[src/rtl/lift53_stream_if.sv]
// Stream bundle for the 5/3 lifting stage: sample input channel and
// coefficient-pair output channel, each with a valid/ready handshake.
// The slave modport is the lifting stage's view of the bundle; the master
// modport is the surrounding pipeline's view (line reader + packer).
interface lift53_stream_if #(
    parameter int DW = 8
);
    logic                 s_valid;
    logic [DW-1:0]        s_data;
    logic                 s_ready;
    logic                 m_valid;
    logic                 m_ready;
    logic signed [DW+1:0] m_L;
    logic signed [DW+1:0] m_H;
    logic                 m_last;

    modport slave (
        input  s_valid, s_data, m_ready,
        output s_ready, m_valid, m_L, m_H, m_last
    );

    modport master (
        output s_valid, s_data, m_ready,
        input  s_ready, m_valid, m_L, m_H, m_last
    );
endinterface

[src/rtl/lift53_stream.sv]
// Streaming 1-D LeGall 5/3 forward integer lifting stage.
// Takes LINE_LEN unsigned samples per line and produces LINE_LEN/2 (L, H)
// coefficient pairs, mirroring the line at both ends. Each pair is formed
// on the accept that delivers the right-hand neighbour x[2n+2] (or, for the
// last pair, the final odd sample, whose right neighbour mirrors to x[N-2]).
// A single output register holds the pair; input is stalled while it is full
// and not being drained.
// The interface instance must be built with the same DW as this module.
module lift53_stream #(
    parameter int DW       = 8,
    parameter int LINE_LEN = 16
) (
    input  logic             clk,
    input  logic             rst,
    lift53_stream_if.slave   bus
);

    localparam int IW = $clog2(LINE_LEN);
    localparam int W  = DW + 3;
    localparam logic [IW-1:0]       LAST_IDX  = IW'(LINE_LEN - 1);
    localparam logic [IW-1:0]       FIRST_EMIT = IW'(2);
    localparam logic signed [W-1:0] ROUND     = W'(2);

    generate
        if ((LINE_LEN % 2) != 0 || LINE_LEN < 4) begin : g_bad_line_len
            $error("lift53_stream: LINE_LEN must be even and at least 4");
        end
    endgenerate

    logic [IW-1:0]       idx;
    logic [DW-1:0]       x_even;
    logic [DW-1:0]       x_odd;
    logic signed [W-1:0] h_prev;

    logic                accept;
    logic                is_even;
    logic                is_last;
    logic                emit;
    logic signed [W-1:0] s_ext;
    logic signed [W-1:0] e_ext;
    logic signed [W-1:0] o_ext;
    logic signed [W-1:0] odd_val;
    logic signed [W-1:0] right_val;
    logic signed [W-1:0] h_new;
    logic signed [W-1:0] h_left;
    logic signed [W-1:0] l_new;
    logic                unused_l_top;

    assign bus.s_ready = !bus.m_valid || bus.m_ready;

    // Predict/update datapath for the pair completed by the current sample.
    // On the last sample the incoming value is the odd sample and the right
    // neighbour mirrors back to the stored even sample; pair 0 has no left
    // H, so it reuses its own H.
    always_comb begin
        accept    = bus.s_valid && bus.s_ready;
        is_even   = ~idx[0];
        is_last   = (idx == LAST_IDX);
        emit      = accept && ((is_even && (idx != '0)) || is_last);
        s_ext     = signed'(W'(bus.s_data));
        e_ext     = signed'(W'(x_even));
        o_ext     = signed'(W'(x_odd));
        odd_val   = is_last ? s_ext : o_ext;
        right_val = is_last ? e_ext : s_ext;
        h_new     = odd_val - ((e_ext + right_val) >>> 1);
        h_left    = (idx == FIRST_EMIT) ? h_new : h_prev;
        l_new     = e_ext + ((h_left + h_new + ROUND) >>> 2);
    end

    // L always fits DW+2 bits, so the guard bit of the wide sum is dropped.
    assign unused_l_top = l_new[W-1];

    // Line position and stored samples; a reset discards any partial line.
    always_ff @(posedge clk or posedge rst) begin
        if (rst) begin
            idx    <= '0;
            x_even <= '0;
            x_odd  <= '0;
            h_prev <= '0;
        end else if (accept) begin
            idx <= is_last ? '0 : idx + 1'b1;
            if (is_even) begin
                x_even <= bus.s_data;
            end else begin
                x_odd <= bus.s_data;
            end
            if (emit) begin
                h_prev <= h_new;
            end
        end
    end

    // Output pair register: load on an emitting accept, clear valid once
    // drained, otherwise hold steady under backpressure.
    always_ff @(posedge clk or posedge rst) begin
        if (rst) begin
            bus.m_valid <= 1'b0;
            bus.m_L     <= '0;
            bus.m_H     <= '0;
            bus.m_last  <= 1'b0;
        end else if (emit) begin
            bus.m_valid <= 1'b1;
            bus.m_L     <= l_new[DW+1:0];
            bus.m_H     <= h_new[DW+1:0];
            bus.m_last  <= is_last;
        end else if (bus.m_ready) begin
            bus.m_valid <= 1'b0;
        end
    end

endmodule

[src/flat_wrapper.sv]
// flat-port wrapper written by rule: the top's interface ports become plain ports
module lift53_stream_flat 
#(
    parameter int DW       = 8,
    parameter int LINE_LEN = 16
)
  (clk, rst, bus_s_valid, bus_s_data, bus_m_ready, bus_s_ready, bus_m_valid, bus_m_L, bus_m_H, bus_m_last);
  lift53_stream_if #(.DW(DW)) bus_i ();
  input  logic clk;
  input  logic rst;
  input wire logic [$bits(bus_i.s_valid)-1:0] bus_s_valid;
  input wire logic [$bits(bus_i.s_data)-1:0] bus_s_data;
  input wire logic [$bits(bus_i.m_ready)-1:0] bus_m_ready;
  output wire logic [$bits(bus_i.s_ready)-1:0] bus_s_ready;
  output wire logic [$bits(bus_i.m_valid)-1:0] bus_m_valid;
  output wire logic [$bits(bus_i.m_L)-1:0] bus_m_L;
  output wire logic [$bits(bus_i.m_H)-1:0] bus_m_H;
  output wire logic [$bits(bus_i.m_last)-1:0] bus_m_last;
  assign bus_i.s_valid = bus_s_valid;
  assign bus_i.s_data = bus_s_data;
  assign bus_i.m_ready = bus_m_ready;
  assign bus_s_ready = bus_i.s_ready;
  assign bus_m_valid = bus_i.m_valid;
  assign bus_m_L = bus_i.m_L;
  assign bus_m_H = bus_i.m_H;
  assign bus_m_last = bus_i.m_last;
  lift53_stream #(.DW(DW), .LINE_LEN(LINE_LEN)) u_core (.clk(clk), .rst(rst), .bus(bus_i));
endmodule
[config.mk]
export PLATFORM = sky130hd
export DESIGN_NAME = lift53_stream_flat
export DESIGN_NICKNAME = d
export VERILOG_FILES = /design/src/rtl/lift53_stream_if.sv /design/src/rtl/lift53_stream.sv /design/src/flat_wrapper.sv
export SDC_FILE = /design/constraint.sdc
export NUM_CORES = 1
export LEC_CHECK = 0
export CORE_MARGIN = 5
export CORE_UTILIZATION = 49
export CTS_BUF_LIST = sky130_fd_sc_hd__clkbuf_8
export DETAILED_ROUTE_END_ITERATION = 6
export PLACE_DENSITY = 0.83
export SLEW_MARGIN = 40
export SYNTH_ARGS = -nofsm -noshare
export SYNTH_HDL_FRONTEND = slang
export SYNTH_SLANG_ARGS = --single-unit
[constraint.sdc]
create_clock -name clk -period 5.8 [get_ports clk]
set_input_delay 0.58 -clock clk [delete_from_list [all_inputs] [get_ports clk]]
set_output_delay 0.58 -clock clk [all_outputs]
set_load 0.01 [all_outputs]
Word-level counts from Yosys, hierarchy flattened
Cells that the tools add are included.

Bits of input ports: 12. Flip-flop bits (word level): 53. RAM bits: 0. Bits in read-only memories: 0. Memories: 0. Latch bits: 0.

Bitwise gates (word level): 1. $lt $le $gt $ge: 0. Div/mod/pow operators: 0. Multiply operators: 0. Add/subtract/negate cells: 6. Eq/ne operators: 2. Multiplexer cells: 6. Reduce and logical (&&, ||, !) cells: 11. Shifts and indexed selects: 0.

Operator list (count): 2-to-1 mux 8 bit (2); adder 11 bit (1); adder 11 x 3 -> 11 bit, second input constant (1); 2-to-1 mux 11 bit (1); subtractor 9 x 10 -> 11 bit (1); adder 9 x 9 -> 10 bit (1); adder 8 x 8 -> 9 bit (1); AND reduction 2 bit (3); adder 4 x 1 -> 4 bit, second input constant (1); equality test 4 x 2 -> 1 bit, second input constant (1); equality test 4 bit, second input constant (1); 2-to-1 mux 4 bit (1); nonzero test 4 bit (1); logical AND 1 bit (3); logical OR 1 bit (2); 2-to-1 mux 1 bit (2); nonzero test 2 bit (1); logical NOT 1 bit (1); NOT 1 bit (1).

Depth between registers and ports, before layout
Depth in word-level cells: 8. Mapped depth: 30. Mapped depth without buffers: 29.

Worst setup path after synthesis
Ideal clock, no wire load.

Path kind: register -> register. Start: register u_core.idx[0]. End: register u_core.bus.m_L[8]. Cell stages (with the launch flop): 29. Buffers on the path: 1. Library setup time: 0.087 ns. Arrival: 6.041 ns. Required time: 5.713 ns. Slack: -0.327 ns. Clock period less this slack: 6.127 ns. Cell sequence: dfrtp_1 ha_1 nand3_1 clkbuf_1 nand2_1 o21ai_0 inv_1 fa_1 xnor2_1 inv_1 ha_1 nor2b_1 o21ai_0 a21boi_0 o21ai_0 a21oi_1 xnor2_1 o21ai_0 ha_1 ha_1 a21o_1 a2111oi_0 a21oi_1 xor2_1 ha_1 a2111oi_0 nor3_1 or2_2 o211ai_1.

Cells in the longest elaborated chain, start to end: 8. Elaborated cells between the ends (all ways): 15.

Ends and longest elaborated chain: start: declaration (line lift53_stream.sv:30) `logic [IW-1:0] idx;`; start signal: assignment (line lift53_stream.sv:81) `idx <= is_last ? '0 : idx + 1'b1;`; equality test 4 bit (line lift53_stream.sv:58) `is_last = (idx == LAST_IDX);`; 2-to-1 mux 8 bit (line lift53_stream.sv:64) `right_val = is_last ? e_ext : s_ext;`; adder 8 x 8 -> 9 bit (line lift53_stream.sv:65) `h_new = odd_val - ((e_ext + right_val) >>> 1);`; subtractor 9 x 10 -> 11 bit (line lift53_stream.sv:65); 2-to-1 mux 11 bit (line lift53_stream.sv:66) `h_left = (idx == FIRST_EMIT) ? h_new : h_prev;`; adder 11 bit (line lift53_stream.sv:67) `l_new = e_ext + ((h_left + h_new + ROUND) >>> 2);`; adder 11 x 3 -> 11 bit (line lift53_stream.sv:67); adder 9 x 9 -> 10 bit (line lift53_stream.sv:67); end signal: assignment (line lift53_stream.sv:103) `bus.m_L <= l_new[DW+1:0];`; end: declaration (line lift53_stream_if.sv:19) `output s_ready, m_valid, m_L, m_H, m_last`.

Several ways; a longest one is shown, not always the timed one. A chain may end at the register's enable or synchronous reset.

Worst setup path after layout
Start: register u_core.idx[1]. End: register u_core.bus.m_L[8].

Same word-level chain as after synthesis.

==> results.rst <==
.. list-table::
   :header-rows: 1

   * - Metric
     - Value
   * - Category of the worst setup path launch point
     - register
   * - Antenna violations before repair
     - 0
   * - Post-detailed-route DRC marker count
     - 0
   * - Part of the Yosys area used for sequential elements
     - 0.3046
   * - Final count of negative-setup-slack endpoints
     - 0
   * - Number of distinct library cell variants in the gate-level netlist after synthesis
     - 49
   * - Number of rows in the core area
     - 31
   * - Total wire length
     - 9.837 mm
   * - Result of the run
     - complete, no violations
   * - Terminus of the critical flop-to-flop path
     - u_core.bus.m_L[8]
   * - Number of enable flip-flop cells after synthesis
     - 0
   * - Area taken by multi-input logic gates
     - 2550 µm²
   * - Pin count of the biggest net entering global routing
     - 44
   * - Fin cells
     - 563
   * - Yosys warning count
     - 0
   * - Number of global-route vias before repair
     - 3078
   * - Total length of routed met2 wires
     - 5.209 mm
   * - Clock-pin slew on the worst setup and hold paths
     - 100 ps
   * - Avg Inst Size Synth
     - 9.572 µm²
   * - Iteration-0 DRC Markers
     - 136
   * - Capturing element type of the critical path
     - register
   * - Hold endpoint
     - u_core.bus.m_L[9]
   * - Dominant delay contributor by cell family on the critical path
     - adder cells
   * - Commonest non-fill, non-tap cell in the layout
     - sky130_fd_sc_hd__buf_4
   * - Worst min-delay path startpoint
     - u_core.bus.m_L[9]
   * - Total instance count after detailed placement
     - 539
   * - Finished Cell Area
     - 4853 µm²
   * - Number of primary I/O pins
     - 35
   * - Area of the mapped netlist
     - 3532 µm²
   * - Fraction of the core area covered by cells at the end of the flow
     - 0.6800
   * - FILL cells
     - 507
   * - Path type of the worst min-delay path
     - register to register
   * - First-pass GRT wire length
     - 14.08 mm
   * - Total negative slack for setup checks
     - 0 ps
   * - Headroom to the max-slew limit
     - 0.4702
   * - Detailed-route vias per instance
     - 5.552
   * - Depth of the worst register-to-register path
     - 28
   * - Total routing usage reported by global routing
     - 0.1983
   * - CTS HTree Levels
     - 2
   * - Clock latency on the worst-skew pair
     - 320 ps
   * - Synth Flop Type
     - sky130_fd_sc_hd__dfrtp_1
   * - Initial core utilization
     - 0.4949
   * - Total nets after synthesis
     - 429
   * - Clock Skews
     - 16.64 ps
   * - Remaining antenna violation count after routing
     - 0
   * - Async set-reset flop share out of synthesis
     - 1.000
   * - Via Count
     - 3126
   * - Net total in the final layout
     - 523
   * - Final Cycle Share
     - 0.9968
   * - Routed wl met3
     - 318 µm
   * - Die area
     - 9006 µm²
   * - Hold-fix buffer count after cts
     - 0
   * - Minimum period implied by the final worst setup slack
     - 5781 ps
   * - DIE WIDTH
     - 94.90 µm
   * - Number of buffers added by the clock tree synthesis step
     - 5
   * - HPWL after DPL
     - 6.189 mm
   * - Max-cap violations
     - 0
   * - Top library cells by usage in the layout, fill and taps aside
     - sky130_fd_sc_hd__buf_4 (73), sky130_fd_sc_hd__dfrtp_1 (43), sky130_fd_sc_hd__nand2_1 (38)
   * - FF/Latch Area
     - 1076 µm²
   * - Area after detailed placement
     - 4319 µm²
   * - Worst path arrival time
     - 6010 ps
   * - Final hold viol count
     - 0
   * - Clock net sink count
     - 43
   * - Fraction of final layout cells with drive strength greater than 1
     - 0.3621
   * - Residual overflow from global routing
     - 0
   * - Crit Path Class
     - register to register
   * - Reg-to-reg startpoint
     - u_core.idx[1]
   * - Drt pass-1 iters
     - 5
   * - Core ar.
     - 7137 µm²
   * - Max-slew violations
     - 0
   * - CTS Root Buffer Type
     - sky130_fd_sc_hd__clkbuf_8
   * - Die outline height
     - 94.90 µm
   * - Minimum setup slack among reg-to-reg paths
     - 20 ps
   * - Met1 wire length
     - 3.844 mm
   * - Routed len/inst
     - 17.47 µm
   * - Yosys reg bits
     - 43
   * - Mapped Cells
     - 369
   * - Uppermost signal routing layer after detailed routing
     - met4
   * - Clock Tree Buf Depth
     - 2
   * - IO Port Bufs
     - 34
   * - Data required time of the critical path
     - 6030 ps
   * - Gpl congestion
     - 0.9204
   * - Area added between synthesis and finish
     - 37.41%
   * - Critical path buffers and inverters
     - 5
   * - CP Max Fanout
     - 7
   * - Fmax
     - 0.1730 GHz
   * - Hold Crit Depth
     - 2
   * - Clock tree from TritonCTS
     - built
   * - Slowest stage cell, crit path
     - sky130_fd_sc_hd__dfrtp_1
   * - Total inserted antenna cells
     - 0
   * - Delay contributed by the slowest stage of the critical path
     - 420 ps
   * - Worst-margin pin slew
     - 791.8 ps
[repair_timing]
item	4_1_cts	5_1_grt
pin swaps	4	33
gates resized for setup	15	43
cloned	0	0
setup buffers	4	12
endpoints found under the setup margin	4	5
[state kept, by name (all words and copies together) (netlist names)]
register            flops
u_core.bus.m_L         10
u_core.x_even           8
u_core.x_odd            8
u_core.bus.m_H          6
u_core.h_prev           5
u_core.idx              4
u_core.bus.m_last       1
u_core.bus.m_valid      1
[layer usage]
metal	up-vias	global-route usage
met1	1509	0.2284
li1	1486	-
met3	43	0.02709
met2	88	0.3723
met5	-	0
met4	0	0.06731
[worst max-delay path by stage]
| stage | startpoint | endpoint | slack (ps) | cells after the start |
|---|---|---|---|---|
| finish | u_core.idx[1] | u_core.bus.m_L[8] | 20 | 28 |
| global route | u_core.idx[1] | u_core.bus.m_L[8] | -150 | 29 |
| CTS | u_core.idx[0] | u_core.bus.m_L[8] | 20 | 27 |
| detailed placement | bus_s_data[1] | u_core.bus.m_L[8] | -560 | 26 |
| global placement | bus_s_data[1] | u_core.bus.m_L[8] | -200 | 28 |
| floorplan | u_core.idx[0] | u_core.bus.m_L[8] | 10 | 27 |
[cells by family (layout without fill, tap and decap cells)]
group | after synthesis | in the layout | share of synthesized area
adder cells (fa/ha/maj) | 48 | 48 | 0.1785
XOR/XNOR | 25 | 25 | 0.06199
flip-flops | 43 | 43 | 0.3046
buffers and inverters | 41 | 136 | 0.05880
multiplexers | 34 | 34 | 0.1087
AO/OA/AOI/OAI | 100 | 100 | 0.1768
AND/OR/NAND/NOR | 78 | 78 | 0.1105
[layout make-up]
| class | count | area share |
|---|---|---|
| Clock buffer | 5 | 0.01418 |
| Clock inverter | 3 | 0.01392 |
| Inverter | 21 | 0.01624 |
| Multi-Input combinational cell | 285 | 0.5254 |
| Sequential cell | 43 | 0.2217 |
| Tap cell | 99 | 0.02552 |
| Timing Repair Buffer | 107 | 0.1830 |
[metrics by stage]
stage / setup slack (ps) / hold slack [ps]
2_1_floorplan: 10.37 / 472.4
3_3_place_gp: -195.2 / 463.2
3_5_place_dp: -555.2 / 460.6
4_1_cts: 16.91 / 493.6
5_1_grt: -154.3 / 508.9
6_report: 18.80 / 488.9
[synthesized netlist by cell type, types with 2 or more instances]
library cell                number  area, µm²
sky130_fd_sc_hd__o21ai_1         2      10.01
sky130_fd_sc_hd__nor2_1          9      33.78
sky130_fd_sc_hd__dfrtp_1        43       1076
sky130_fd_sc_hd__clkbuf_1        7      26.28
sky130_fd_sc_hd__xnor2_1        16      140.1
sky130_fd_sc_hd__inv_1          21      78.83
sky130_fd_sc_hd__nor2b_1         3      18.77
sky130_fd_sc_hd__o21ai_0        36      180.2
sky130_fd_sc_hd__and2_1          2      12.51
sky130_fd_sc_hd__nand3_1         3      15.01
sky130_fd_sc_hd__o21a_1          3      22.52
sky130_fd_sc_hd__a21oi_1        22      110.1
sky130_fd_sc_hd__buf_4          10      75.07
sky130_fd_sc_hd__buf_6           2      22.52
sky130_fd_sc_hd__nand2b_1        4      25.02
sky130_fd_sc_hd__mux2i_1         2      20.02
sky130_fd_sc_hd__nand2_1        40      150.1
sky130_fd_sc_hd__o211ai_1        2      15.01
sky130_fd_sc_hd__o21bai_1        4      30.03
sky130_fd_sc_hd__o31ai_1         3      22.52
sky130_fd_sc_hd__or2_2           2      12.51
sky130_fd_sc_hd__xor2_1          9      78.83
sky130_fd_sc_hd__ha_1           44      550.5
sky130_fd_sc_hd__a2111oi_0       2      17.52
sky130_fd_sc_hd__nor3_1          7      35.03
sky130_fd_sc_hd__a21o_1         15      112.6
sky130_fd_sc_hd__mux2_2         31      349.1
sky130_fd_sc_hd__fa_1            4      80.08
[tightest hold or removal path: cells and delay by family, from the launching register on]
kind            cells  cell delay, ps
simple gates        1              60
compound gates      1              40
flops               1             350
Power is not shown: default switching activity piles up to over one toggle a cycle in this logic, so the estimate is an artifact.
